File: src/rtl/mem_access_ctrl_pkg.sv
// Shared definitions for the MEM-stage access controller.
// Holds the load/store operation codes, the controller state encoding,
// write-back constants and small decode helpers used by the controller
// and its lane aligner.
package mem_access_ctrl_pkg;

    // Load/store operation codes carried on aluop
    localparam logic [7:0] ALU_LB  = 8'b1110_0000;
    localparam logic [7:0] ALU_LH  = 8'b1110_0001;
    localparam logic [7:0] ALU_LW  = 8'b1110_0011;
    localparam logic [7:0] ALU_LBU = 8'b1110_0100;
    localparam logic [7:0] ALU_LHU = 8'b1110_0101;
    localparam logic [7:0] ALU_SB  = 8'b1110_1000;
    localparam logic [7:0] ALU_SH  = 8'b1110_1001;
    localparam logic [7:0] ALU_SW  = 8'b1110_1011;

    // Write-back constants
    localparam logic        WRITE_ENABLE  = 1'b1;
    localparam logic        WRITE_DISABLE = 1'b0;
    localparam logic [31:0] ZERO_WORD     = 32'h0000_0000;
    localparam logic [4:0]  NOP_REG_ADDR  = 5'b0_0000;

    // Controller states
    typedef enum logic [1:0] {
        ST_IDLE = 2'b00,
        ST_BUSY = 2'b01,
        ST_DONE = 2'b10
    } mem_state_e;

    // True for any load or store operation
    function automatic logic is_mem_op(input logic [7:0] op);
        case (op)
            ALU_LB, ALU_LBU, ALU_LH, ALU_LHU, ALU_LW,
            ALU_SB, ALU_SH, ALU_SW: is_mem_op = 1'b1;
            default:                is_mem_op = 1'b0;
        endcase
    endfunction

    // True for store operations
    function automatic logic is_store_op(input logic [7:0] op);
        case (op)
            ALU_SB, ALU_SH, ALU_SW: is_store_op = 1'b1;
            default:                is_store_op = 1'b0;
        endcase
    endfunction

    // Halfwords need an even address, words a 4-byte aligned address
    function automatic logic is_misaligned(input logic [7:0] op, input logic [1:0] addr_lo);
        case (op)
            ALU_LH, ALU_LHU, ALU_SH: is_misaligned = addr_lo[0];
            ALU_LW, ALU_SW:          is_misaligned = |addr_lo;
            default:                 is_misaligned = 1'b0;
        endcase
    endfunction

endpackage

File: src/rtl/mem_lane_align.sv
// Combinational big-endian byte-lane aligner.
// Ports:
//   aluop      - load/store operation code
//   addr_lo    - effective address bits [1:0]
//   store_data - store source register value
//   rdata      - bus read data
//   sel        - byte-lane select (bit 3 = bits [31:24] = address offset 0)
//   wdata_rep  - store data replicated across all lanes
//   load_data  - selected lane, sign- or zero-extended to 32 bits
module mem_lane_align
    import mem_access_ctrl_pkg::*;
(
    input  logic [7:0]  aluop,
    input  logic [1:0]  addr_lo,
    input  logic [31:0] store_data,
    input  logic [31:0] rdata,
    output logic [3:0]  sel,
    output logic [31:0] wdata_rep,
    output logic [31:0] load_data
);

    logic [7:0]  byte_s;
    logic [15:0] half_s;
    logic [3:0]  byte_sel_s;
    logic [3:0]  half_sel_s;

    // Lane extraction and lane masks for byte and halfword accesses
    always_comb begin
        byte_s     = 8'h00;
        byte_sel_s = 4'b0000;
        case (addr_lo)
            2'b00: begin byte_s = rdata[31:24]; byte_sel_s = 4'b1000; end
            2'b01: begin byte_s = rdata[23:16]; byte_sel_s = 4'b0100; end
            2'b10: begin byte_s = rdata[15:8];  byte_sel_s = 4'b0010; end
            2'b11: begin byte_s = rdata[7:0];   byte_sel_s = 4'b0001; end
            default: begin byte_s = 8'h00;      byte_sel_s = 4'b0000; end
        endcase
        if (addr_lo[1]) begin
            half_s     = rdata[15:0];
            half_sel_s = 4'b0011;
        end else begin
            half_s     = rdata[31:16];
            half_sel_s = 4'b1100;
        end
    end

    // Per-operation lane select, store replication and load extension
    always_comb begin
        sel       = 4'b0000;
        wdata_rep = ZERO_WORD;
        load_data = ZERO_WORD;
        case (aluop)
            ALU_LB:  begin sel = byte_sel_s; load_data = {{24{byte_s[7]}}, byte_s}; end
            ALU_LBU: begin sel = byte_sel_s; load_data = {24'h00_0000, byte_s}; end
            ALU_LH:  begin sel = half_sel_s; load_data = {{16{half_s[15]}}, half_s}; end
            ALU_LHU: begin sel = half_sel_s; load_data = {16'h0000, half_s}; end
            ALU_LW:  begin sel = 4'b1111;    load_data = rdata; end
            ALU_SB:  begin sel = byte_sel_s; wdata_rep = {4{store_data[7:0]}}; end
            ALU_SH:  begin sel = half_sel_s; wdata_rep = {2{store_data[15:0]}}; end
            ALU_SW:  begin sel = 4'b1111;    wdata_rep = store_data; end
            default: begin sel = 4'b0000;    wdata_rep = ZERO_WORD; load_data = ZERO_WORD; end
        endcase
    end

endmodule

File: src/rtl/mem_access_ctrl.sv
// MEM-stage access controller.
// ALU results pass straight through to MEM/WB. Loads and stores run as a
// req/ack transaction on the data bus (IDLE -> BUSY -> DONE) while the
// pipeline is stalled; DONE presents the extended load result.
// Ports:
//   clk, rst                    - clock, asynchronous active-low reset
//   wd_i/wreg_i/wdata_i         - write-back controls and ALU result from EX/MEM
//   aluop_i/mem_addr_i/store_data_i - memory operation, address, store value
//   flush_i                     - discard the current instruction's result
//   wd_o/wreg_o/wdata_o         - write-back controls and data to MEM/WB
//   stall_req_o                 - hold the front of the pipeline
//   align_err_o/bus_err_o       - one-cycle misalignment / timeout pulses
//   dbus_*                      - data bus request side and response inputs
module mem_access_ctrl
    import mem_access_ctrl_pkg::*;
#(
    parameter int TIMEOUT_CYCLES = 255,
    parameter int TIMEOUT_W      = 8
) (
    input  logic        clk,
    input  logic        rst,
    input  logic [4:0]  wd_i,
    input  logic        wreg_i,
    input  logic [31:0] wdata_i,
    input  logic [7:0]  aluop_i,
    input  logic [31:0] mem_addr_i,
    input  logic [31:0] store_data_i,
    input  logic        flush_i,
    output logic [4:0]  wd_o,
    output logic        wreg_o,
    output logic [31:0] wdata_o,
    output logic        stall_req_o,
    output logic        align_err_o,
    output logic        bus_err_o,
    output logic        dbus_req_o,
    output logic        dbus_we_o,
    output logic [31:0] dbus_addr_o,
    output logic [3:0]  dbus_sel_o,
    output logic [31:0] dbus_wdata_o,
    input  logic [31:0] dbus_rdata_i,
    input  logic        dbus_ack_i
);

    // Counter value seen on the last permitted wait cycle
    localparam logic [TIMEOUT_W-1:0] CNT_LAST = TIMEOUT_W'(TIMEOUT_CYCLES - 1);

    mem_state_e           state_r, state_nxt_s;
    logic [TIMEOUT_W-1:0] cnt_r, cnt_nxt_s;
    logic [7:0]           op_r, op_nxt_s;
    logic [1:0]           addr_lo_r, addr_lo_nxt_s;
    logic                 discard_r, discard_nxt_s;
    logic [31:0]          result_r, result_nxt_s;
    logic                 req_r, req_nxt_s;
    logic                 we_r, we_nxt_s;
    logic [31:0]          addr_r, addr_nxt_s;
    logic [3:0]           sel_r, sel_nxt_s;
    logic [31:0]          wdata_r, wdata_nxt_s;
    logic                 align_err_r, align_err_nxt_s;
    logic                 bus_err_r, bus_err_nxt_s;

    logic [7:0]           lane_op_s;
    logic [1:0]           lane_addr_s;
    logic [3:0]           lane_sel_s;
    logic [31:0]          lane_wdata_s;
    logic [31:0]          lane_load_s;

    // Aligner sees the live instruction while idle and the captured one during a transfer
    always_comb begin
        if (state_r == ST_IDLE) begin
            lane_op_s   = aluop_i;
            lane_addr_s = mem_addr_i[1:0];
        end else begin
            lane_op_s   = op_r;
            lane_addr_s = addr_lo_r;
        end
    end

    mem_lane_align u_lane_align (
        .aluop      (lane_op_s),
        .addr_lo    (lane_addr_s),
        .store_data (store_data_i),
        .rdata      (dbus_rdata_i),
        .sel        (lane_sel_s),
        .wdata_rep  (lane_wdata_s),
        .load_data  (lane_load_s)
    );

    // State register
    always_ff @(posedge clk or negedge rst) begin
        if (!rst) begin
            state_r <= ST_IDLE;
        end else begin
            state_r <= state_nxt_s;
        end
    end

    // Next-state, register updates and MEM/WB outputs
    always_comb begin
        state_nxt_s     = state_r;
        cnt_nxt_s       = cnt_r;
        op_nxt_s        = op_r;
        addr_lo_nxt_s   = addr_lo_r;
        discard_nxt_s   = discard_r;
        result_nxt_s    = result_r;
        req_nxt_s       = req_r;
        we_nxt_s        = we_r;
        addr_nxt_s      = addr_r;
        sel_nxt_s       = sel_r;
        wdata_nxt_s     = wdata_r;
        align_err_nxt_s = 1'b0;
        bus_err_nxt_s   = 1'b0;
        stall_req_o     = 1'b0;
        wd_o            = wd_i;
        wreg_o          = WRITE_DISABLE;
        wdata_o         = wdata_i;
        if (!rst) begin
            // Keep MEM/WB quiet while reset is held, even though inputs pass through
            wd_o    = NOP_REG_ADDR;
            wdata_o = ZERO_WORD;
        end else begin
            case (state_r)
                ST_IDLE: begin
                    if (!is_mem_op(aluop_i)) begin
                        wreg_o = wreg_i & ~flush_i;
                    end else if (is_misaligned(aluop_i, mem_addr_i[1:0])) begin
                        align_err_nxt_s = 1'b1;
                    end else begin
                        stall_req_o   = 1'b1;
                        state_nxt_s   = ST_BUSY;
                        cnt_nxt_s     = '0;
                        discard_nxt_s = 1'b0;
                        op_nxt_s      = aluop_i;
                        addr_lo_nxt_s = mem_addr_i[1:0];
                        req_nxt_s     = 1'b1;
                        we_nxt_s      = is_store_op(aluop_i);
                        addr_nxt_s    = {mem_addr_i[31:2], 2'b00};
                        sel_nxt_s     = lane_sel_s;
                        wdata_nxt_s   = lane_wdata_s;
                    end
                end
                ST_BUSY: begin
                    stall_req_o = 1'b1;
                    // A flush never aborts the bus cycle; it only suppresses write-back
                    discard_nxt_s = discard_r | flush_i;
                    if (dbus_ack_i) begin
                        state_nxt_s  = ST_DONE;
                        result_nxt_s = lane_load_s;
                        req_nxt_s    = 1'b0;
                        we_nxt_s     = 1'b0;
                        addr_nxt_s   = ZERO_WORD;
                        sel_nxt_s    = 4'b0000;
                        wdata_nxt_s  = ZERO_WORD;
                    end else if (cnt_r == CNT_LAST) begin
                        state_nxt_s   = ST_DONE;
                        discard_nxt_s = 1'b1;
                        bus_err_nxt_s = 1'b1;
                        req_nxt_s     = 1'b0;
                        we_nxt_s      = 1'b0;
                        addr_nxt_s    = ZERO_WORD;
                        sel_nxt_s     = 4'b0000;
                        wdata_nxt_s   = ZERO_WORD;
                    end else begin
                        cnt_nxt_s = cnt_r + TIMEOUT_W'(1);
                    end
                end
                ST_DONE: begin
                    state_nxt_s = ST_IDLE;
                    if (is_store_op(op_r)) begin
                        wreg_o = WRITE_DISABLE;
                    end else begin
                        wreg_o  = wreg_i & ~discard_r & ~flush_i;
                        wdata_o = result_r;
                    end
                end
                default: begin
                    state_nxt_s = ST_IDLE;
                end
            endcase
        end
    end

    // Transfer bookkeeping, bus request registers and error pulses
    always_ff @(posedge clk or negedge rst) begin
        if (!rst) begin
            cnt_r       <= '0;
            op_r        <= 8'h00;
            addr_lo_r   <= 2'b00;
            discard_r   <= 1'b0;
            result_r    <= ZERO_WORD;
            req_r       <= 1'b0;
            we_r        <= 1'b0;
            addr_r      <= ZERO_WORD;
            sel_r       <= 4'b0000;
            wdata_r     <= ZERO_WORD;
            align_err_r <= 1'b0;
            bus_err_r   <= 1'b0;
        end else begin
            cnt_r       <= cnt_nxt_s;
            op_r        <= op_nxt_s;
            addr_lo_r   <= addr_lo_nxt_s;
            discard_r   <= discard_nxt_s;
            result_r    <= result_nxt_s;
            req_r       <= req_nxt_s;
            we_r        <= we_nxt_s;
            addr_r      <= addr_nxt_s;
            sel_r       <= sel_nxt_s;
            wdata_r     <= wdata_nxt_s;
            align_err_r <= align_err_nxt_s;
            bus_err_r   <= bus_err_nxt_s;
        end
    end

    assign dbus_req_o   = req_r;
    assign dbus_we_o    = we_r;
    assign dbus_addr_o  = addr_r;
    assign dbus_sel_o   = sel_r;
    assign dbus_wdata_o = wdata_r;
    assign align_err_o  = align_err_r;
    assign bus_err_o    = bus_err_r;

endmodule
File: config.mk
export PLATFORM = sky130hd
export DESIGN_NAME = mem_access_ctrl
export DESIGN_NICKNAME = d
export VERILOG_FILES = /design/src/rtl/mem_access_ctrl_pkg.sv /design/src/rtl/mem_lane_align.sv /design/src/rtl/mem_access_ctrl.sv
export SDC_FILE = /design/constraint.sdc
export NUM_CORES = 1
export LEC_CHECK = 0
export ABC_AREA = 1
export BUFFER_PORTS_ARGS = -buffer_cell sky130_fd_sc_hd__buf_2
export CAP_MARGIN = 40
export CORE_MARGIN = 5
export CORE_UTILIZATION = 40
export CTS_CLUSTER_DIAMETER = 80
export DETAILED_ROUTE_END_ITERATION = 16
export PLACE_DENSITY = 0.65
export SYNTH_ARGS = -nofsm -noshare
export SYNTH_HDL_FRONTEND = slang
export SYNTH_SLANG_ARGS = --single-unit
File: constraint.sdc
create_clock -name clk -period 2.4 [get_ports clk]
set_clock_uncertainty 0.1 [all_clocks]
set_input_delay 0 -clock clk [delete_from_list [all_inputs] [get_ports clk]]
set_output_delay 0 -clock clk [all_outputs]
set_load 0.05 [all_outputs]
# Yosys cells after proc, flatten, opt, wreduce, memory -nomap -nowiden
# Cells that the tools add are included.
[totals] regBits=125 inputBits=146
[classes] addsub=1 n_mux=76 n_reduce_logical=18 eq_ne=30 bitwise_logic=7
[ops] op="$mux W32" count=9
[ops] op="$eq A8 B8 Y1 const B" count=20
[ops] op="$pmux W32 S5" count=1
[ops] op="$pmux W32 S2" count=2
[ops] op="$pmux W32 S3" count=1
[ops] op="$mux W8" count=5
[ops] op="$mux W1" count=34
[ops] op="$pmux W8 S4" count=1
[ops] op="$mux W4" count=5
[ops] op="$mux W16" count=1
[ops] op="$pmux W4 S4" count=1
[ops] op="$pmux W8 S2" count=1
[ops] op="$reduce_or A3 Y1" count=5
[ops] op="$pmux W1 S2" count=6
[ops] op="$pmux W4 S3" count=1
[ops] op="$reduce_and A4 Y1" count=3
[ops] op="$mux W2" count=5
[ops] op="$add A8 B1 Y8 const B" count=1
[ops] op="$pmux W4 S2" count=1
[ops] op="$reduce_or A8 Y1" count=1
[ops] op="$eq A2 B2 Y1 const B" count=3
[ops] op="$ne A2 B2 Y1 const B" count=3
[ops] op="$reduce_and A6 Y1" count=1
[ops] op="$reduce_or A2 Y1" count=3
[ops] op="12 further kinds" count=18

# Longest topological paths before layout
# Gate-level depths: netlist of run 1.
[depth] word_depth=12 ltp_mapped=14

# Modules after synthesis
# From an unflattened synthesis of run 1, not the netlist that was laid out.
[unflattened] hier_cells=1018 hier_area_um2=7304.5
[by_module_without_submodules] module="mem_access_ctrl" area_per_inst_um2=5604.1 cells_per_inst=661 instances=1 seq_area_each_um2=3078.0
[by_module_without_submodules] module="mem_lane_align" area_per_inst_um2=1700.4 cells_per_inst=357 instances=1 seq_area_each_um2=0.0

# Worst setup path before layout of run 1
# OpenSTA, ideal clock, no wires.
[synth_timing] kind="reg2out" start="register op_r[4]" end="output port wdata_o[21]" path_buffers=2 path_stages_with_launch=10 path_slack_ns=0.198 required_ns=2.300 arrival_ns=2.102 path_cell_list="dfrtp_1 > nor2_1 > nand2_1 > a211oi_1 > nor2_1 > inv_1 > buf_2 > buf_1 > nor2_1 > nor2_1"
[synth_between] elab_chain_len=8
[synth_rtl] item="from (decl)" line_no="mem_access_ctrl.sv:49" source="logic [7:0] op_r, op_nxt_s;"
[synth_rtl] item="from (signal assigned)" line_no="mem_access_ctrl.sv:199" source="op_r <= op_nxt_s;"
[synth_rtl] item="$eq A8 B8 Y1" line_no="mem_access_ctrl_pkg.sv:41" source="case (op)"
[synth_rtl] item="$reduce_or A3 Y1 *" line_no="mem_access_ctrl_pkg.sv:41"
[synth_rtl] item="$mux W1 *" line_no="mem_access_ctrl_pkg.sv:41"
[synth_rtl] item="$mux W1 *" line_no="mem_access_ctrl.sv:121" source="case (state_r)"
[synth_rtl] item="$mux W1 *" line_no="mem_access_ctrl.sv:116" source="if (!rst) begin"
[synth_rtl] item="$mux W32 *" line_no="mem_access_ctrl.sv:168" source="if (is_store_op(op_r)) begin"
[synth_rtl] item="$mux W32 *" line_no="mem_access_ctrl.sv:121"
[synth_rtl] item="$mux W32 *" line_no="mem_access_ctrl.sv:116"
[synth_rtl] item="to (decl)" line_no="mem_access_ctrl.sv:31" source="output logic [31:0] wdata_o,"
# Mark *: on every way between the ends. The rest lies on a longest branch, timed or not. The select of a mux whose other input is x is not followed.

# Worst setup path after layout of run 1
[layout_timing] start="input port aluop_i[2]" end="output port stall_req_o"
[layout_between] elab_chain_len=10
[layout_rtl] item="from (decl)" line_no="mem_access_ctrl.sv:25" source="input logic [7:0] aluop_i,"
[layout_rtl] item="$eq A8 B8 Y1" line_no="mem_access_ctrl_pkg.sv:32, mem_access_ctrl_pkg.sv:49"
[layout_rtl] item="$reduce_or A3 Y1 / $reduce_or A2 Y1 (equally long branches)" line_no="mem_access_ctrl_pkg.sv:49" source="case (op)"
[layout_rtl] item="$pmux W1 S2" line_no="mem_access_ctrl_pkg.sv:49"
[layout_rtl] item="$mux W1" line_no="mem_access_ctrl.sv:123" source="if (!is_mem_op(aluop_i)) begin"
[layout_rtl] item="$mux W1" line_no="mem_access_ctrl.sv:121"
[layout_rtl] item="$mux W1" line_no="mem_access_ctrl.sv:116"
[layout_rtl] item="$mux W1" line_no="mem_access_ctrl.sv:125" source="end else if (is_misaligned(aluop_i, mem_addr_i[1:0])) begin"
[layout_rtl] item="$mux W1 *" line_no="mem_access_ctrl.sv:123"
[layout_rtl] item="$pmux W1 S2 *" line_no="mem_access_ctrl.sv:121"
[layout_rtl] item="$mux W1 *" line_no="mem_access_ctrl.sv:116"
[layout_rtl] item="to (decl)" line_no="mem_access_ctrl.sv:32" source="output logic stall_req_o,"
# Marked as above.

==> results.md, run 1 <==
- The count of buffers added on input and output ports is 254.
- The first global-routing pass estimated 41.0 mm of wire.
- The final worst-path cycle share is 92.9%.
- The clock passes through at most 2 buffers.
- Cells with a size suffix above 1 make up 24.6% of the layout.
- Row generation in the floorplan step produced 49 rows.
- Detailed placement ended at an HPWL of 17.0 mm.
- In this run the standard cell core region covers 18,000 sq um.
- The number of global-route vias before repair is 8,145.
- The endpoint arrival time on the critical path is 2.13 ns.
- Before antenna repair, the detailed router went through 5 iterations.
- The slowest stage of the critical path is the dlygate4sd3_1 cell.
- The congestion estimate from routability-driven global placement came to 0.878.
- The type of element capturing the critical path is an output pin.
- At the pin with the least slew margin, the transition time is 0.801 ns.
- The flip-flop cell with the highest count after synthesis is dfrtp_1.
- In this run, the number of DRC markers left after iteration 0 of detailed routing was 490.
- The cell count after synthesis came out at 1,093.
- The run finished with clean final reports.
- The count of distinct cell types in the synthesized netlist is 36.
- Of all nets on the critical path, the largest fanout is 6.
- The total number of nets in the final design is 1,593.
- The clock-pin transition on the worst setup and hold timing paths is 0.06 ns.
- The post-route core utilization is 59.3%.
- Across the run, the number of max-cap violations was 0.
- The critical path's largest stage delay is 0.56 ns.
- The proportion of synthesized chip area in sequential cells is 41.9%.
- The top-area cell type share of the netlist area is 41.9%.
- The height of the die is 145 microns.
- The final-layout fill cell count is 1,704.
- The CTS tree is done.
- The number of antenna diodes in the final layout is 0.
- The multi-input gate area in the final layout is 3770 sq um.
- The fmax is 448 MHz.
- The die covers 21,200 sq um.
- For the worst setup path, the data required time is 2.30 ns.
- The fraction of the mapped netlist area in simple logic gates is 43.4%.
- The latest clock arrival within the worst-skew pair is 0.42 ns.
- 257 I/O pins were placed.
- The final period demand of the worst path is 2.23 ns.
- By area the synthesized netlist is led by dfrtp_1, nand2_1, nor2_1.
- The count of yosys warnings during synthesis is 0.
- STA classifies the critical path startpoint as an input port.
- Setup repair after global routing left no endpoint under its margin.
- The number of slew-limit violations in the final report is 0.
- The floorplan step set the die width to 145 microns.
- CTS placed an instance of clkbuf_16 at the clock tree root.
- The min-delay analysis places its worst path in the category in -> reg.
- Summing the areas of all compound-gate instances in the mapped netlist gives 6.00% of the synthesized area.
- Summing the areas of all fa, ha and maj instances in the mapped netlist gives 0.341% of the synthesized area.
- The cell type with the highest aggregate area in the netlist is dfrtp_1.
- The share of flip-flops with an asynchronous set or reset after synthesis is 100%.
- The number of flip-flops and latches in the synthesized netlist is 123.
- The clock net sink count is 123.
- The remaining number of nets flagged by the antenna check after routing is 0.
- In the synthesized netlist, mux cells make up 0% of the area.
- The final layout contains routed wiring with a total length of 24.9 mm.
- The number of synthesized flops with an enable pin is 0.
- For this run the aggregate overflow at the end of global routing stands at 0.
- The sequential cells in the finished layout cover a total of 3080 sq um.
- After detailed routing, the average wire length per cell comes to 14.7 microns.
- The global routing usage summed across all routing layers is 23.3%.
- Summing every instance area after synthesis gives 7340 sq um.
- By area, the combinational part of the netlist is dominated by simple AND/OR/NAND/NOR gates.
- For this configuration, the core starts out at a cell density of 40.7%.
- The number of antenna violations at the first check in global routing is 0.
- Setup violations remaining at the end of the flow were counted as 0.
- Entering global routing, the biggest net connects 162 pins.
- The worst hold slack is 0.124 ns.
- Across all layers, the routed design uses 8,137 vias.
- The critical path goes through dlygate4sd3_1 > buf_2 > a21oi_1 > nand3_1 > dlygate4sd3_1 > nand2_1 > nor2_4 > nor2_1 > inv_1 > buf_2.
- The detailed-route vias per instance is 4.82.
- The number of endpoints with negative hold slack in the final report is 0.
- Relative to the synthesized area, the layout overhead comes to 45.5%.
- The mean post-synth cell area is 6.72 sq um.
- The library cells used most frequently in the layout, excluding fill and tap cells, are nand2_1, buf_2, nor2_1.
- The xor and xnor area share after synthesis is 0.716%.
- In the final timing run, aggregate negative setup slack is 0 ns.
- The worst supply voltage drop on vdd is 0.000625 V.
- The power per cell area is 869 nW/um^2.
- The critical path is of the in -> out type.
- The relative slew slack is 46.6%.
- The leading cell type in the layout, fill and taps excluded is nand2_1.
- The DRC violation count after routing is 0.
- The number of H-tree levels is 4.
- The leakage dissipation is 6.38 nW.
- The number of buffers added by the clock tree synthesis step is 17.
==> through the flow <==
stage | instance area (sq um) | setup slack (ns) | std cells | total power [W]
after floorplan | 7340 | 0.198 | 1094 | 0.00526
after global placement | 8880 | 0.189 | 1545 | 0.00629
after detailed placement | 8880 | 0.115 | 1545 | 0.00633
after CTS | 10500 | 0.0755 | 1681 | 0.00921
after global routing | 10700 | 0.00539 | 1687 | 0.00984
final | 10700 | 0.170 | 1687 | 0.00928
==> routing by layer <==
layer | GRT usage [%] | wire [microns] | share of wire [%] | up-vias
met4 | 8.12 | 485 | 1.9 | 0
met3 | 6.38 | 2020 | 8.1 | 37
met1 | 29.4 | 10600 | 43 | 3693
met2 | 38.4 | 11800 | 47 | 304
met5 | 0 | 0 | 0 | -
li1 | - | - | - | 4103
==> area by class of cell <==
cell class / count / area share [%]
Inverter: 78 / 2.74
Clock inverter: 14 / 1.70
Sequential cell: 123 / 28.8
Timing Repair Buffer: 383 / 24.6
Clock buffer: 18 / 4.11
Tap cell: 229 / 2.68
Multi-Input combinational cell: 842 / 35.3
==> flip-flops by register name (all words and copies together), names as in the netlist <==
name and count:
addr_lo_r 2, op_r 8, align_err_o 1, state_r 2
cnt_r 8, dbus_sel_o 4, bus_err_o 1, result_r 32
dbus_req_o 1, dbus_wdata_o 32, discard_r 1, dbus_addr_o 30
dbus_we_o 1
==> final timing paths <==
kind	from	to	slack (ns)	cells past startpoint
min in group asynchronous	rst	align_err_o$_DFF_PN0_	0.22	3
min reg2reg	dbus_addr_o[10]$_DFFE_PN0P_	dbus_addr_o[10]$_DFFE_PN0P_	0.37	2
max	aluop_i[2]	stall_req_o	0.17	10
max in group asynchronous	rst	result_r[13]$_DFFE_PN0P_	1.37	3
min	aluop_i[4]	align_err_o$_DFF_PN0_	0.12	8
max reg2reg	state_r[0]$_DFFE_PN0P_	result_r[4]$_DFFE_PN0P_	0.17	11
==> cells in the mapped netlist, types with 5 or more instances <==
| cell type | number |
|---|---|
| a21oi_1 | 8 |
| clkbuf_1 | 21 |
| nand2_4 | 6 |
| nand4_1 | 7 |
| o21ai_0 | 50 |
| nor2_1 | 133 |
| buf_4 | 6 |
| buf_1 | 5 |
| inv_1 | 74 |
| o211ai_1 | 8 |
| buf_2 | 15 |
| nand2_1 | 480 |
| dfrtp_1 | 123 |
| nor2_2 | 5 |
| nand3_1 | 99 |
| nand2_2 | 9 |
==> worst max-delay path: cells and delay by family <==
kind	cells	cell delay, ns
buffers and inverters	5	1.55
AO/OA/AOI/OAI	1	0.13
AND/OR/NAND/NOR	4	0.46
==> where the power goes <==
| group | total [W] | internal, W | leakage [nW] | switching [W] |
|---|---|---|---|---|
| Clock | 0.00272 | 0.00168 | 0.302 | 0.00104 |
| Sequential | 0.00260 | 0.00239 | 1.66 | 0.000210 |
| Combinational | 0.00396 | 0.00119 | 4.42 | 0.00277 |
| Total | 0.00928 | 0.00526 | 6.38 | 0.00402 |
==> what timing repair did <==
item	4_1_cts	5_1_grt
endpoints found under the hold margin	236	0
hold buffers	104	0
setup buffers	0	6
endpoints found under the setup margin	0	83
gates resized for setup	0	11
==> logic make-up after synthesis <==
group | count (synthesis)
other | 1
XOR/XNOR | 6
AO/OA/AOI/OAI | 76
flip-flops | 123
AND/OR/NAND/NOR | 756
buffers and inverters | 129
adder cells (fa/ha/maj) | 2
Note: power is estimated with default switching activity, not from simulation.
==> run 2, diff against run 1 <==
SYNTH_HIERARCHICAL = 1   (was unset)
==> run 2 against run 1 <==
Synthesized cell count shrank 6.9%. Power shrank 8.3%. Utilization shrank 0.47 points. Critical endpoint is now dbus_addr_o[30]$_DFFE_PN0P_.
==> results.md, run 2 <==
- The flow ran to the end, and the final reports show no timing, DRC or antenna violations.
- In the routed design, unresolved DRC markers number 0.
- The footprint of the flip-flops and latches is 3080 sq um.
- For this configuration, the core starts out at a cell density of 40.7%.
- The tightest min-delay check is of the in -> async type.
- The detailed router finished its first iteration with 511 violations.
- After the last flow step, the layout net total stands at 1,529.
- Of the post-synthesis cell area, the dominant cell type holds 42.1%.
- In this run the horizontal extent of the chip is 145 microns.
- The worst setup path is captured at a flip-flop.
- The net load switching power is 0.00357 W.
- The synthesized netlist devotes 4.68% of its cell area to compound gates.
- The number of antenna violations at the first check in global routing was 1.
- Setup repair after global routing could not meet its margin everywhere.
- The final-layout fill cell count is 1,611.
- The global routing usage summed across all routing layers is 22.3%.
- The area of the die is 21,100 sq um.
- The fmax is 440 MHz.
- Summing the areas of all and, or, nand and nor instances in the mapped netlist gives 38.9% of the synthesized area.
- After floorplanning, the core was divided into 49 placement rows.
- The number of slew-limit violations in the final report is 0.
- The CTS tree is done.
- The height of the die is 145 microns.
- The later pin in the worst-skew pair is clocked with a latency of 0.41 ns.
- The last weighted congestion value of the routability-driven placer is 0.859.
- In this run the clock root is driven by a clkbuf_16.
- The number of global-route vias before repair is 7,816.
- From synthesis to final layout, the design area changed by 44.6%.
- After detailed placement, the design holds a cell count of 1,480.
- In this run, synthesis inferred 0 flip-flops with an integrated enable.
- The final total negative setup slack is 0 ns.
- The remaining number of nets flagged by the antenna check after routing is 0.
- The detailed-route vias per instance is 4.84.
- The wire length reported by the detailed router is 23.6 mm.
- The cell with the most instances after synthesis is nand2_1.
- The number of buffers between clock root and the deepest sink is 2.
- For this design the ratio of total power to cell area is 806 nW/um^2.
- The worst setup path is launched from an input port.
- After technology mapping, the gate count stands at 1,018.
- Synthesis inferred 123 register bits.
- The clock net sink count is 123.
- The relative slew slack is 57.5%.
- The final period demand of the worst path is 2.27 ns.
- In the synthesized netlist, mux cells make up 4.93% of the area.
- Per report_power, the clock group accounts for 29.9% of the total.
- The number of clock buffers added by TritonCTS is 17.
- The transition time at the pin with the least slew margin is 0.638 ns.
- Summed over all instances, the cell type with the most area after synthesis is dfrtp_1.
- The number of I/O port buffers is 254.
- The switching part of the total power is 42.0%.
- The share of post-route cells with drive strength above 1 is 28.1%.
- The largest fanout on the critical path is 71.
- In this run the static leakage power is 6.25 nW.
- On the worst path, the slowest cell contributes a delay of 0.54 ns.
- Counting instances in the post-synthesis netlist gives the leading cell types as nand2_1, nor2_1, dfrtp_1.
- After detailed placement, the total cell area comes to 8830 sq um.
- Sorting the synthesized cells by area gives the leading types as dfrtp_1, nand2_1, nor2_1.
- The most numerous cell type found on the critical path is nand2_1.
- The share of flip-flops with an asynchronous set or reset after synthesis is 100%.
- The endpoint arrival time on the critical path is 2.48 ns.
- After routing the design area is 10,600 sq um.
- The internal power is 0.00494 W.
- Summing every instance area after synthesis gives 7300 sq um.
- Summed over all layers, the global routing overflow is 0.
- The worst supply voltage drop on vdd is 0.000654 V.
- Summing the areas of all fa, ha and maj instances in the mapped netlist gives 0.343% of the synthesized area.
- The signal on the critical path passes through dlygate4sd3_1 > buf_2 > nand2_1 > dlygate4sd3_1 > nand3b_1 > nor2_1 > nand2_1 > nand2_2 > buf_6 > inv_2 > buf_12 > nand2_1 > nand2_1.
- The total of max-cap violations is 0.
- For this design, the slowest cell found on the critical path is dlygate4sd3_1.
- The count of yosys warnings during synthesis is 6.
- The combinational fraction of design power is 40.1%.
- After floorplanning, the core was sized to cover 18,000 sq um.
- Counting both buffers and inverters, the worst setup path holds a total of 6.
- The largest net degree at the start of global routing is 72.
- Timing analysis after detailed placement gives a worst setup slack of 0.0333 ns.
- The number of endpoints with negative hold slack in the final report was 0.
- The routed length per instance is 14.5 microns.
- A synthesized cell averages 7.18 sq um.
- For this run, the detailed router's first-pass iteration total came to 5.
- 257 I/O pins were placed.
- Excluding fillers, the count of instances in the completed layout stands at 1,624.
- Setup slack on the critical path of the routed design comes to 0.127 ns.
- In the layout the commonest cells are nand2_1, buf_2, nor2_1.
- Setup violations remaining at the end of the flow were counted as 0.
- The wire length of the first global-routing pass is 39.3 mm.
- The H-tree was split into 4 levels.
- The proportion of synthesized chip area in sequential cells is 42.1%.
- The synthesized netlist devotes 0.719% of its cell area to XOR and XNOR gates.
- By area, the combinational part of the netlist is dominated by simple AND/OR/NAND/NOR gates.
- Of the available clock period, the critical path in the final layout requires 94.7%.
- Data on the critical path is required at its endpoint by 2.61 ns.
- The leading cell type in the layout, fill and taps excluded is nand2_1.
- Clock-pin slew was measured on the worst setup and hold paths at 0.06 ns.
- The number of vias in the routed layout is 7,868.
- The synthesized netlist contains 37 unique library cells.
- The critical path start-end classification is in -> reg.
- On the final layout, the worst hold slack is 0.103 ns.
- The sum of net half-perimeters after detailed placement is 16.2 mm.
- The multi-input combinational cells in the finished layout cover a total of 3650 sq um.
- In this design, the largest share of critical-path delay is due to buffers and inverters.
- The flip-flop cell with the highest count after synthesis is dfrtp_1.
- Sequential cells account for 30.0% of the total power.
==> run 2: power by group through the flow <==
stage,clock network (W),logic [W],registers (W)
6_report,0.00254,0.00341,0.00256
5_1_grt,0.00269,0.00371,0.00260
4_1_cts,0.00260,0.00338,0.00255
3_5_place_dp,0,0.00323,0.00258
3_3_place_gp,0,0.00320,0.00258
2_1_floorplan,0,0.00167,0.00326
==> run 2: repair_timing <==
item | in CTS | in global routing
hold buffers | 110 | 0
setup buffers | 0 | 1
endpoints found under the hold margin | 229 | 0
resized for setup | 0 | 10
endpoints found under the setup margin | 0 | 113
==> run 2: cell families (layout without fill, tap and decap cells) <==
kind of cell / count (synthesis) / in the layout
AOI/OAI and AO/OA: 65 / 65
xor gates and xnor gates: 6 / 6
adders and majority gates: 2 / 2
buffers and inverters: 118 / 493
DFF: 123 / 123
muxes: 32 / 32
other: 1 / 3
and+or+nand+nor: 671 / 671
==> run 2: per-layer routing <==
layer | track usage, % | up-vias | wire (microns)
met5 | 0 | - | 0
met3 | 7.27 | 45 | 2030
met4 | 6.95 | 0 | 490
met2 | 36.9 | 320 | 11200
li1 | - | 3893 | -
met1 | 27.7 | 3610 | 9820
==> run 2: path summary, 6_finish.rpt <==
check | startpoint | endpoint | slack [ns] | cells past startpoint
worst max-delay path | aluop_i[6] | dbus_addr_o[30]$_DFFE_PN0P_ | 0.13 | 13
worst min-delay path | rst | result_r[14]$_DFFE_PN0P_ | 0.10 | 3
worst max register to register | state_r[0]$_DFFE_PN0P_ | result_r[16]$_DFFE_PN0P_ | 0.16 | 13
worst min register to register | op_r[7]$_DFFE_PN0P_ | op_r[7]$_DFFE_PN0P_ | 0.36 | 2
max in group asynchronous | rst | dbus_wdata_o[9]$_DFFE_PN0P_ | 1.54 | 3
min in group clk | mem_addr_i[15] | dbus_addr_o[15]$_DFFE_PN0P_ | 0.22 | 4
==> run 2: final cells by class <==
type | instances | area share, %
Inverter | 74 | 2.77
Tap cell | 229 | 2.71
Sequential cell | 123 | 29.2
Timing Repair Buffer | 387 | 25.3
Clock buffer | 19 | 4.19
Clock inverter | 13 | 1.34
Multi-Input combinational cell | 778 | 34.5
Antenna cell | 1 | 0.0237
==> run 2: worst register-to-register path, delay by kind of cell (launching register included) <==
| family | cells | cell delay (ns) |
|---|---|---|
| compound gates | 1 | 0.08 |
| mux | 1 | 0.26 |
| buf+inv | 4 | 0.56 |
| simple gates | 7 | 0.72 |
| flops | 1 | 0.43 |
==> run 2: through the flow <==
stage                     util (%)  total power (W)
after CTS                     58.5          0.00854
after floorplan                  -          0.00493
after global routing          58.8          0.00900
after detailed placement      49.1          0.00581
final                         58.8          0.00851
after global placement        49.1          0.00578
==> run 3, diff against run 2 <==
==> constraint.sdc (replaced) <==
create_clock -name clk -period 2.3 [get_ports clk]
set_clock_uncertainty 0.1 [all_clocks]
set_input_delay 0.46 -clock clk [delete_from_list [all_inputs] [get_ports clk]]
set_output_delay 0.46 -clock clk [all_outputs]
set_load 0.05 [all_outputs]
==> run 3 against run 2 <==
Via count fell by 3.2%. Critical path type is now reg -> out. Non-clock buffer count fell by 69. Die area did not move. The run now ends with negative setup slack left. Critical endpoint is now wdata_o[24]. Clock-buffer cell count rose by 1. Global-route usage fell by 1.6 points.
==> results.md, run 3 (synthesized netlist as in run 2, its figures left out) <==
- In this run, the number of DRC markers left after iteration 0 of detailed routing was 384.
- At the end of routability-driven placement, the weighted congestion stood at 0.839.
- The post-placement cell count is 1,492.
- The first detailed-routing pass ran for 6 iterations.
- The master cell of the clock root buffer is clkbuf_16.
- The global-route track usage on met3 is 6.08%.
- The worst register-to-register path ends at result_r[8]$_DFFE_PN0P_.
- Clock-pin slew was measured on the worst setup and hold paths at 0.06 ns.
- In this run the worst path has a maximum fanout of 32.
- The DRC violation count after routing is 0.
- The leakage dissipation is 6.32 nW.
- The number of global-route vias before repair is 7,121.
- The final reports fail on negative setup slack.
- The worst path in the final design needs a cycle of 2.49 ns, including I/O delays and setup.
- Global routing finished with a remaining overflow of 0.
- In this run switching power makes up 41.8% of total power.
- The startpoint identified for the worst register-to-register timing path is state_r[0]$_DFFE_PN0P_.
- STA classifies the critical path endpoint as an output pin.
- After floorplanning, the core was sized to cover 18,000 sq um.
- The floorplan step set the die height to 145 microns.
- The worst setup slack for register-to-register paths is -0.06 ns.
- The tree built by TritonCTS fans out to 123 sinks.
- Before CTS, the worst setup slack after placement is -0.0403 ns.
- The area of the die is 21,100 sq um.
- Max-cap violations in this run came to 0.
- The leading cell type in the layout, fill and taps excluded is nand2_1.
- Using the TritonRoute via totals, the vias-per-cell ratio works out to 4.89.
- The path depth of the worst reg2reg path is 15.
- The launch point of the critical path is op_r[2]$_DFFE_PN0P_.
- The count of boundary I/O pins is 257.
- The first global-routing pass estimated 36.2 mm of wire.
- The x dimension of the die is 145 microns.
- The share of total power dissipated in the clock network is 28.3%.
- The transition time at the pin with the least slew margin is 0.566 ns.
- At the worst endpoint, the required time is 1.74 ns.
- For this configuration, the core starts out at a cell density of 40.7%.
- The count of buffers added on input and output ports is 254.
- The H-tree generated during clock tree synthesis spans 4 levels.
- Clock tree synthesis inserted a total of 17 buffers.
- The endpoint arrival time on the critical path is 1.93 ns.
- The final route contains 7,613 vias.
- After layout, the worst setup slack is -0.187 ns.
- The final total negative setup slack is -6.30 ns.
- The global routing usage summed across all routing layers is 20.6%.
- Hold timing on the final database bottoms out at a slack of 0.137 ns.
- Of the total power, registers draw 28.1%.
- The HPWL after detailed placement is 16.3 mm.
- The number of antenna violations at the first check in global routing is 1.
- STA classifies the critical path startpoint as a flip-flop.
- The total number of nets in the final design is 1,462.
- Summed over all layers, the routed wires come to 23.4 mm.
- The finished layout holds 1,557 standard cells, fillers aside.
- The met2 capacity usage during global routing is 33.2%.
- The critical path start-end classification is reg -> out.
- Once layout is complete, the utilization of the core stands at 58.2%.
- Counting along the longest clock path gives a buffer depth of 2.
- In the finished design, the share of the clock period the worst path needs comes to 108%.
- Per report_power, the combinational group accounts for 43.7% of the total.
- The share of post-route cells with drive strength above 1 is 37.2%.
- The end point of the critical path is wdata_o[24].
- Cell internal power was estimated by the tool at 0.00555 W.
- The relative slew slack is 62.1%.
- The run finished, with violations left.
- After detailed routing, the average wire length per cell comes to 15.1 microns.
- The area added between synthesis and finish is 43.2%.
- The most congested layer reported by global routing is met2.
- The worst supply voltage drop on vdd is 0.000614 V.
- The fmax is 402 MHz.
- The number of slew-limit violations in the final report came to 0.
- The top cell types in the final layout, fill and taps aside, are nand2_1, buf_2, dfrtp_1.
- Setup violations remaining at the end of the flow were counted as 56.
- In this run the power spent charging and discharging nets is 0.00398 W.
- The number of placement rows is 49.
- TritonCTS built the clock tree.
- The latest clock arrival within the worst-skew pair is 0.42 ns.
- The type of the tightest min-delay check is in -> reg.
- The remaining number of nets flagged by the antenna check after routing is 0.
- For this design the ratio of total power to cell area is 911 nW/um^2.
- The global-route met1 utilization is 27.0%.
- The number of endpoints with negative hold slack in the final report was 0.
- Setup repair after global routing could not meet its margin everywhere.
- Entering global routing, the biggest net connects 65 pins.
-- run 3: cell types whose count changed in the layout (fill, tap and decap cells not counted), sizes merged --
cell / previous run / this run
nand2: 447 / 448
clkbuf: 20 / 24
clkinv: 6 / 7
inv: 76 / 73
nor2: 144 / 145
buf: 276 / 310
clkinvlp: 3 / 4
dlygate4sd3: 110 / 4
-- run 3: power groups by stage --
stage | clock [W] | sequential [W] | combinational, W
2_1_floorplan | 0 | 0.00340 | 0.00175
3_3_place_gp | 0 | 0.00269 | 0.00335
3_5_place_dp | 0 | 0.00269 | 0.00339
4_1_cts | 0.00276 | 0.00267 | 0.00354
5_1_grt | 0.00286 | 0.00272 | 0.00447
6_report | 0.00270 | 0.00267 | 0.00416
-- run 3: final cells by class --
class                   instances  area, sq um
repair buffers                318         2240
multi-input cells             780         3940
inverters                      74          314
clock buffers                  20          457
diodes                          1         2.50
clock inverters                12          140
fillers                      1660         7500
well taps                     229          287
flip-flops and latches        123         3080
-- run 3: critical path: stages (launching register included) --
cell and delay (ns):
dfrtp_1 0.38, inv_1 0.09, nand2_1 0.07, a21oi_2 0.10
nand4_1 0.14, nand2_2 0.14, buf_12 0.18, o21ai_0 0.09
nor2_1 0.13, buf_6 0.18
-- run 3: per-layer routing --
metal,vias to the layer above,routed length (microns)
met1,3504,9890
li1,3766,-
met4,0,441
met5,-,0
met2,308,11200
met3,35,1950
-- run 3: how the worst min path moves through the flow --
stage | to | start | slack [ns] | depth (start not counted)
detailed placement | cnt_r[3]$_DFFE_PN0P_ | rst | 0.20 | 1
global placement | cnt_r[3]$_DFFE_PN0P_ | rst | 0.21 | 1
finish | dbus_addr_o[17]$_DFFE_PN0P_ | mem_addr_i[17] | 0.14 | 3
global route | dbus_addr_o[8]$_DFFE_PN0P_ | mem_addr_i[8] | 0.11 | 3
CTS | dbus_addr_o[17]$_DFFE_PN0P_ | mem_addr_i[17] | 0.12 | 3
floorplan | addr_lo_r[0]$_DFFE_PN0P_ | rst | 0.06 | 0
-- run 3: repair_timing --
item                                    CTS  global route
gates cloned                              0             7
gates resized for setup                  82           112
hold endpoints to repair                 24             0
hold buffers                              4             0
endpoints found under the setup margin   65           102
setup buffers                             0            22
pin swaps                                 0            17
-- run 3: through the flow --
stage / cell area [sq um] / total power, W
after floorplan: 7320 / 0.00515
after global placement: 8900 / 0.00604
after detailed placement: 8930 / 0.00608
after CTS: 9800 / 0.00897
after global routing: 10500 / 0.0101
final: 10500 / 0.00953
